[config.mk]
export PLATFORM = sky130hd
export DESIGN_NAME = fetch_prefetch
export DESIGN_NICKNAME = d
export VERILOG_FILES = /design/src/rtl/fetch_pkg.sv /design/src/rtl/sync_fifo.sv /design/src/rtl/fetch_prefetch.sv
export SDC_FILE = /design/constraint.sdc
export NUM_CORES = 1
export LEC_CHECK = 0
export BUFFER_PORTS_ARGS = -buffer_cell sky130_fd_sc_hd__buf_2
export CAP_MARGIN = 20
export CORE_UTILIZATION = 63
export DETAILED_ROUTE_END_ITERATION = 10
export GPL_ROUTABILITY_DRIVEN = 0
export GPL_TIMING_DRIVEN = 0
export PLACE_DENSITY = 0.95
export SYNTH_ARGS = -nofsm -noshare
export SYNTH_HDL_FRONTEND = slang
export SYNTH_SLANG_ARGS = --single-unit
[constraint.sdc]
create_clock -name clk -period 5.06 [get_ports clk]
set_input_delay 0.253 -clock clk [delete_from_list [all_inputs] [get_ports clk]]
set_output_delay 0.253 -clock clk [all_outputs]
set_load 0.01 [all_outputs]
[src/rtl/fetch_pkg.sv]
// Shared definitions for the prefetching fetch stage: default geometry,
// reset PC, sequential step and the queue entry layout.
package fetch_pkg;

  localparam int FETCH_N     = 64;
  localparam int FETCH_IW    = 32;
  localparam int FETCH_DEPTH = 4;

  localparam logic [63:0] RESET_PC = 64'd0;
  localparam logic [63:0] PC_STEP  = 64'd4;

  typedef struct packed {
    logic [FETCH_N-1:0]  pc;
    logic [FETCH_IW-1:0] instr;
  } fetch_entry_t;

endpackage

[src/rtl/sync_fifo.sv]
// Generic DEPTH x W register FIFO with push/pop/flush and occupancy count.
// Flush empties the queue by snapping the read pointer onto the write pointer.
module sync_fifo #(
  parameter int DEPTH = 4,
  parameter int W     = 8
) (
  input  logic                     clk,
  input  logic                     rst_n,
  input  logic                     push,
  input  logic                     pop,
  input  logic                     flush,
  input  logic [W-1:0]             wdata,
  output logic [W-1:0]             rdata,
  output logic [$clog2(DEPTH):0]   count
);

  localparam int AW = $clog2(DEPTH);
  localparam int CW = AW + 1;

  logic [W-1:0]  mem_r [DEPTH];
  logic [AW-1:0] rd_ptr_r;
  logic [AW-1:0] wr_ptr_r;
  logic [CW-1:0] count_r;

  // Storage array; cleared on reset so the head reads zero while empty
  always_ff @(posedge clk or negedge rst_n) begin
    if (!rst_n) begin
      for (int i = 0; i < DEPTH; i++) begin
        mem_r[i] <= '0;
      end
    end else if (push && !flush) begin
      mem_r[wr_ptr_r] <= wdata;
    end
  end

  // Pointers and occupancy; flush overrides any concurrent push/pop
  always_ff @(posedge clk or negedge rst_n) begin
    if (!rst_n) begin
      rd_ptr_r <= '0;
      wr_ptr_r <= '0;
      count_r  <= '0;
    end else if (flush) begin
      rd_ptr_r <= wr_ptr_r;
      count_r  <= '0;
    end else begin
      if (push) begin
        wr_ptr_r <= wr_ptr_r + AW'(1);
      end
      if (pop) begin
        rd_ptr_r <= rd_ptr_r + AW'(1);
      end
      count_r <= count_r + CW'(push) - CW'(pop);
    end
  end

  assign rdata = mem_r[rd_ptr_r];
  assign count = count_r;

endmodule

[src/rtl/fetch_prefetch.sv]
// Fetch stage with a prefetch queue: issues one sequential address per cycle,
// buffers {pc, instr} pairs for decode, and flushes on a taken branch.
module fetch_prefetch
  import fetch_pkg::*;
#(
  parameter int          N        = FETCH_N,
  parameter int          IW       = FETCH_IW,
  parameter int          DEPTH    = FETCH_DEPTH,
  parameter logic [N-1:0] RESET_PC = N'(fetch_pkg::RESET_PC),
  parameter logic [N-1:0] PC_STEP  = N'(fetch_pkg::PC_STEP)
) (
  input  logic                   clk,
  input  logic                   reset,
  input  logic                   PCSrc_F,
  input  logic [N-1:0]           PCBranch_F,
  output logic [N-1:0]           imem_addr_F,
  input  logic [IW-1:0]          imem_data_F,
  output logic                   dec_valid,
  input  logic                   dec_ready,
  output logic [IW-1:0]          dec_instr,
  output logic [N-1:0]           dec_pc,
  output logic [$clog2(DEPTH):0] q_count
);

  localparam int CW = $clog2(DEPTH) + 1;

  logic [N-1:0]    pc_r;
  logic            pop_s;
  logic            push_s;
  logic [CW-1:0]   count_s;
  logic [N+IW-1:0] wdata_s;
  logic [N+IW-1:0] rdata_s;

  assign pop_s  = dec_valid & dec_ready;
  // A full queue still takes a fetch when decode frees the head this cycle
  assign push_s = !PCSrc_F && ((count_s != CW'(DEPTH)) || pop_s);

  // PC register: redirect beats sequential advance; holds while the queue is stalled
  always_ff @(posedge clk or negedge reset) begin
    if (!reset) begin
      pc_r <= RESET_PC;
    end else if (PCSrc_F) begin
      pc_r <= PCBranch_F;
    end else if (push_s) begin
      pc_r <= pc_r + PC_STEP;
    end
  end

  assign wdata_s = {pc_r, imem_data_F};

  sync_fifo #(
    .DEPTH (DEPTH),
    .W     (N + IW)
  ) u_queue (
    .clk   (clk),
    .rst_n (reset),
    .push  (push_s),
    .pop   (pop_s),
    .flush (PCSrc_F),
    .wdata (wdata_s),
    .rdata (rdata_s),
    .count (count_s)
  );

  assign imem_addr_F = pc_r;
  assign dec_valid   = (count_s != CW'(0));
  assign dec_pc      = rdata_s[N+IW-1:IW];
  assign dec_instr   = rdata_s[IW-1:0];
  assign q_count     = count_s;

endmodule

==> results by group <==
Drt
  – Vias: 15300
  – Routed WL: 61.8 mm
  – DR WL/cell: 26.6 um
  – Post-route ant nets: 0
  – Initial DRC count: 1749
  – Vias per Instance: 6.57
  – DR DRC count: 0
  – First-pass DRT Iterations: 6

Timing
  – Final hold vios: 0
  – RSZ-0062 raised after global routing: false
  – Period utilization: 78.1%
  – Peak Freq: 0.253 GHz
  – Relative slew slack: 21.3%
  – WHS: 0.00814 ns
  – Final setup fails: 0
  – Worst Skew: 0.0150 ns
  – Final min period: 3.95 ns
  – Slew @ Worst Pin: 1.16 ns
  – Final number of max-transition violations: 0

Critical path
  – CP max FO: 10
  – Worst path cell trace: clkbuf_1 -> buf_1 -> buf_1 -> mux4_2 -> buf_2
  – Critical path buffer and inverter count: 4
  – Worst Setup Path Type: reg -> out
  – Most Frequent Cell on Critical Path: buf_1
  – Critical path's top delay family: buffers and inverters
  – Worst setup SP type: flop
  – CP max stage delay: 0.78 ns
  – Setup crit end kind: primary output
  – Critical-path top delay cell: buf_1
  – Worst EP arrival: 3.70 ns
  – WP data required: 4.81 ns

CTS
  – Worst-skew pair later-pin latency: 0.55 ns
  – Max H-tree Level: 2
  – CTS tree: done
  – Clk slew on worst S/H paths: 0.07 ns
  – Setup Fix Bufs, Post-CTS: 0
  – CTS sink count: 455
  – CTS Buffer Depth: 3
  – Post-CTS Resized: 0
  – Hold buffer count at cts: 83
  – Inserted Clock Buffers: 46
  – CTS root buffer: clkbuf_16

Synthesis
  – Combinational family with the most area after synthesis: multiplexers
  – Mux contribution to synthesized area: 31.8%
  – Mapped Nets: 1550
  – Number of flops mapped to enable cells by yosys: 0
  – Synth Flop Type: dfrtp_1
  – Distinct cell type count after synthesis: 46
  – #FFs+latches synth: 455
  – Mapped Cells: 1442
  – Register area share after synthesis: 55.0%
  – Post-Synth XOR/XNOR Area: 1.35%
  – Post-Synth Adder-Cell Area: 0.520%
  – Post-synthesis area per instance: 14.4 um^2
  – Mapped cell area: 20700 um^2
  – Synthesis warning total: 0
  – Async set-reset flop share out of synthesis: 100%
  – Post-synthesis compound-gate area fraction: 2.61%
  – Simple-gate portion of the synthesized area: 6.46%

Layout
  – Layout area overhead: 21.4%
  – NumNets Final: 1950
  – Cell Count, Final, Fillers Out: 2324
  – Share of layout cells above drive strength 1: 44.5%
  – Most frequent cells in the layout: dfrtp_1 (455), mux2_2 (389), buf_2 (266)
  – Most common cell after layout, fill and taps aside: dfrtp_1

Placed design
  – Dpl hpwl: 37.1 mm
  – Number of cells after detailed placement: 2149
  – I/O Buffers: 262

Worst hold path
  – Hold Path Class: in -> reg

Global routing
  – First-pass GRT wire length: 94.7 mm
  – Vias in the first global route: 16200
  – Gr usage total: 37.5%
  – Largest net degree at the start of global routing: 127
  – Initial antenna violation count: 6
  – GRT overflow: 0

Floorplan
  – I/O pin count: 264
  – Die area: 33600 um^2
  – Die Span Y: 183 um
  – Core area: 32500 um^2
  – Die extent in x: 183 um
  – Starting density of the core: 63.8%
  – Row Count: 66

Power
  – PD cells: 653 nW/um^2
  – Leak pwr: 10.5 nW
  – Worst VDD drop: 0.478 mV

Run
  – Max cap viols: 0

Outcome
  – Run status: finished clean
## routing by layer
layer  wire [um]  vias up  global-route usage, %  part of all wire (%)
met2       30800     1025                   62.7                    50
li1            -     6154                      -                     -
met4        2940        4                   16.6                   4.8
met5          33        -                      0                 0.053
met1       22100     7830                   45.6                    36
met3        5960      254                   10.7                   9.6
## power breakdown
part	switching [W]	total [W]	internal, W
clock network	0.00145	0.00361	0.00216
registers	0.00110	0.00637	0.00527
logic	0.00297	0.00643	0.00345
## synth_stat cells, drive strengths merged, types with 19 or more instances
| master | number | area (um^2) |
|---|---|---|
| nand2 | 59 | 221 |
| o21ai | 41 | 205 |
| clkbuf | 91 | 343 |
| a31oi | 23 | 144 |
| nor2 | 40 | 150 |
| nand4 | 28 | 175 |
| dfrtp | 455 | 11400 |
| nand3 | 32 | 173 |
| buf | 23 | 100 |
| mux2 | 389 | 4380 |
| xnor2 | 19 | 166 |
| mux4 | 96 | 2160 |
## through the flow
step / total power (W) / util [%] / setup TNS (ns) / setup WS, ns / cell area (um^2)
3_3_place_gp: 0.0119 / 69.5 / -2141.54 / -4.74 / 22600
5_1_grt: 0.0170 / 77.4 / 0 / 0.856 / 25100
2_1_floorplan: 0.0102 / - / 0 / 2.52 / 20700
6_report: 0.0164 / 77.4 / 0 / 1.11 / 25100
3_5_place_dp: 0.0124 / 69.8 / 0 / 1.64 / 22700
4_1_cts: 0.0161 / 77.3 / 0 / 1.04 / 25100
## worst paths after layout
| kind | from | to | slack, ns | cells after the start |
|---|---|---|---|---|
| max | u_queue.rd_ptr_r[0] | dec_pc[53] | 1.11 | 5 |
| min | imem_data_F[16] | u_queue.mem_r[208] | 0.008 | 2 |
| max reg2reg | imem_addr_F[4] | imem_addr_F[32] | 1.45 | 8 |
| min reg2reg | u_queue.mem_r[190] | u_queue.mem_r[190] | 0.50 | 1 |
| max in group asynchronous | reset | u_queue.mem_r[96] | 3.13 | 4 |
| min in group asynchronous | reset | u_queue.mem_r[50] | 0.37 | 2 |
## cells by family (layout without fill, tap and decap cells)
group                    Yosys count  count (layout)
adder cells (fa/ha/maj)            8               8
XOR/XNOR                          32              32
flip-flops                       455             455
buffers and inverters            123             559
multiplexers                     488             488
AO/OA/AOI/OAI                     87              87
other                              0               4
AND/OR/NAND/NOR                  249             249
## registers in the layout (all words and copies together), names as in the netlist
| name | cells |
|---|---|
| u_queue.rd_ptr_r | 2 |
| u_queue.wr_ptr_r | 2 |
| imem_addr_F | 64 |
| u_queue.count | 3 |
| u_queue.mem_r | 384 |
## area by class of cell
cell class	instances	area, um^2
Timing Repair Buffer	352	2270
Tap cell	442	553
Antenna cell	4	10.0
Sequential cell	455	11400
Inverter	9	33.8
Fill cell	1721	7320
Clock buffer	76	1460
Buffer	114	443
Clock inverter	8	140
Multi-Input combinational cell	864	8840
Note: power is estimated with default switching activity, not from simulation.
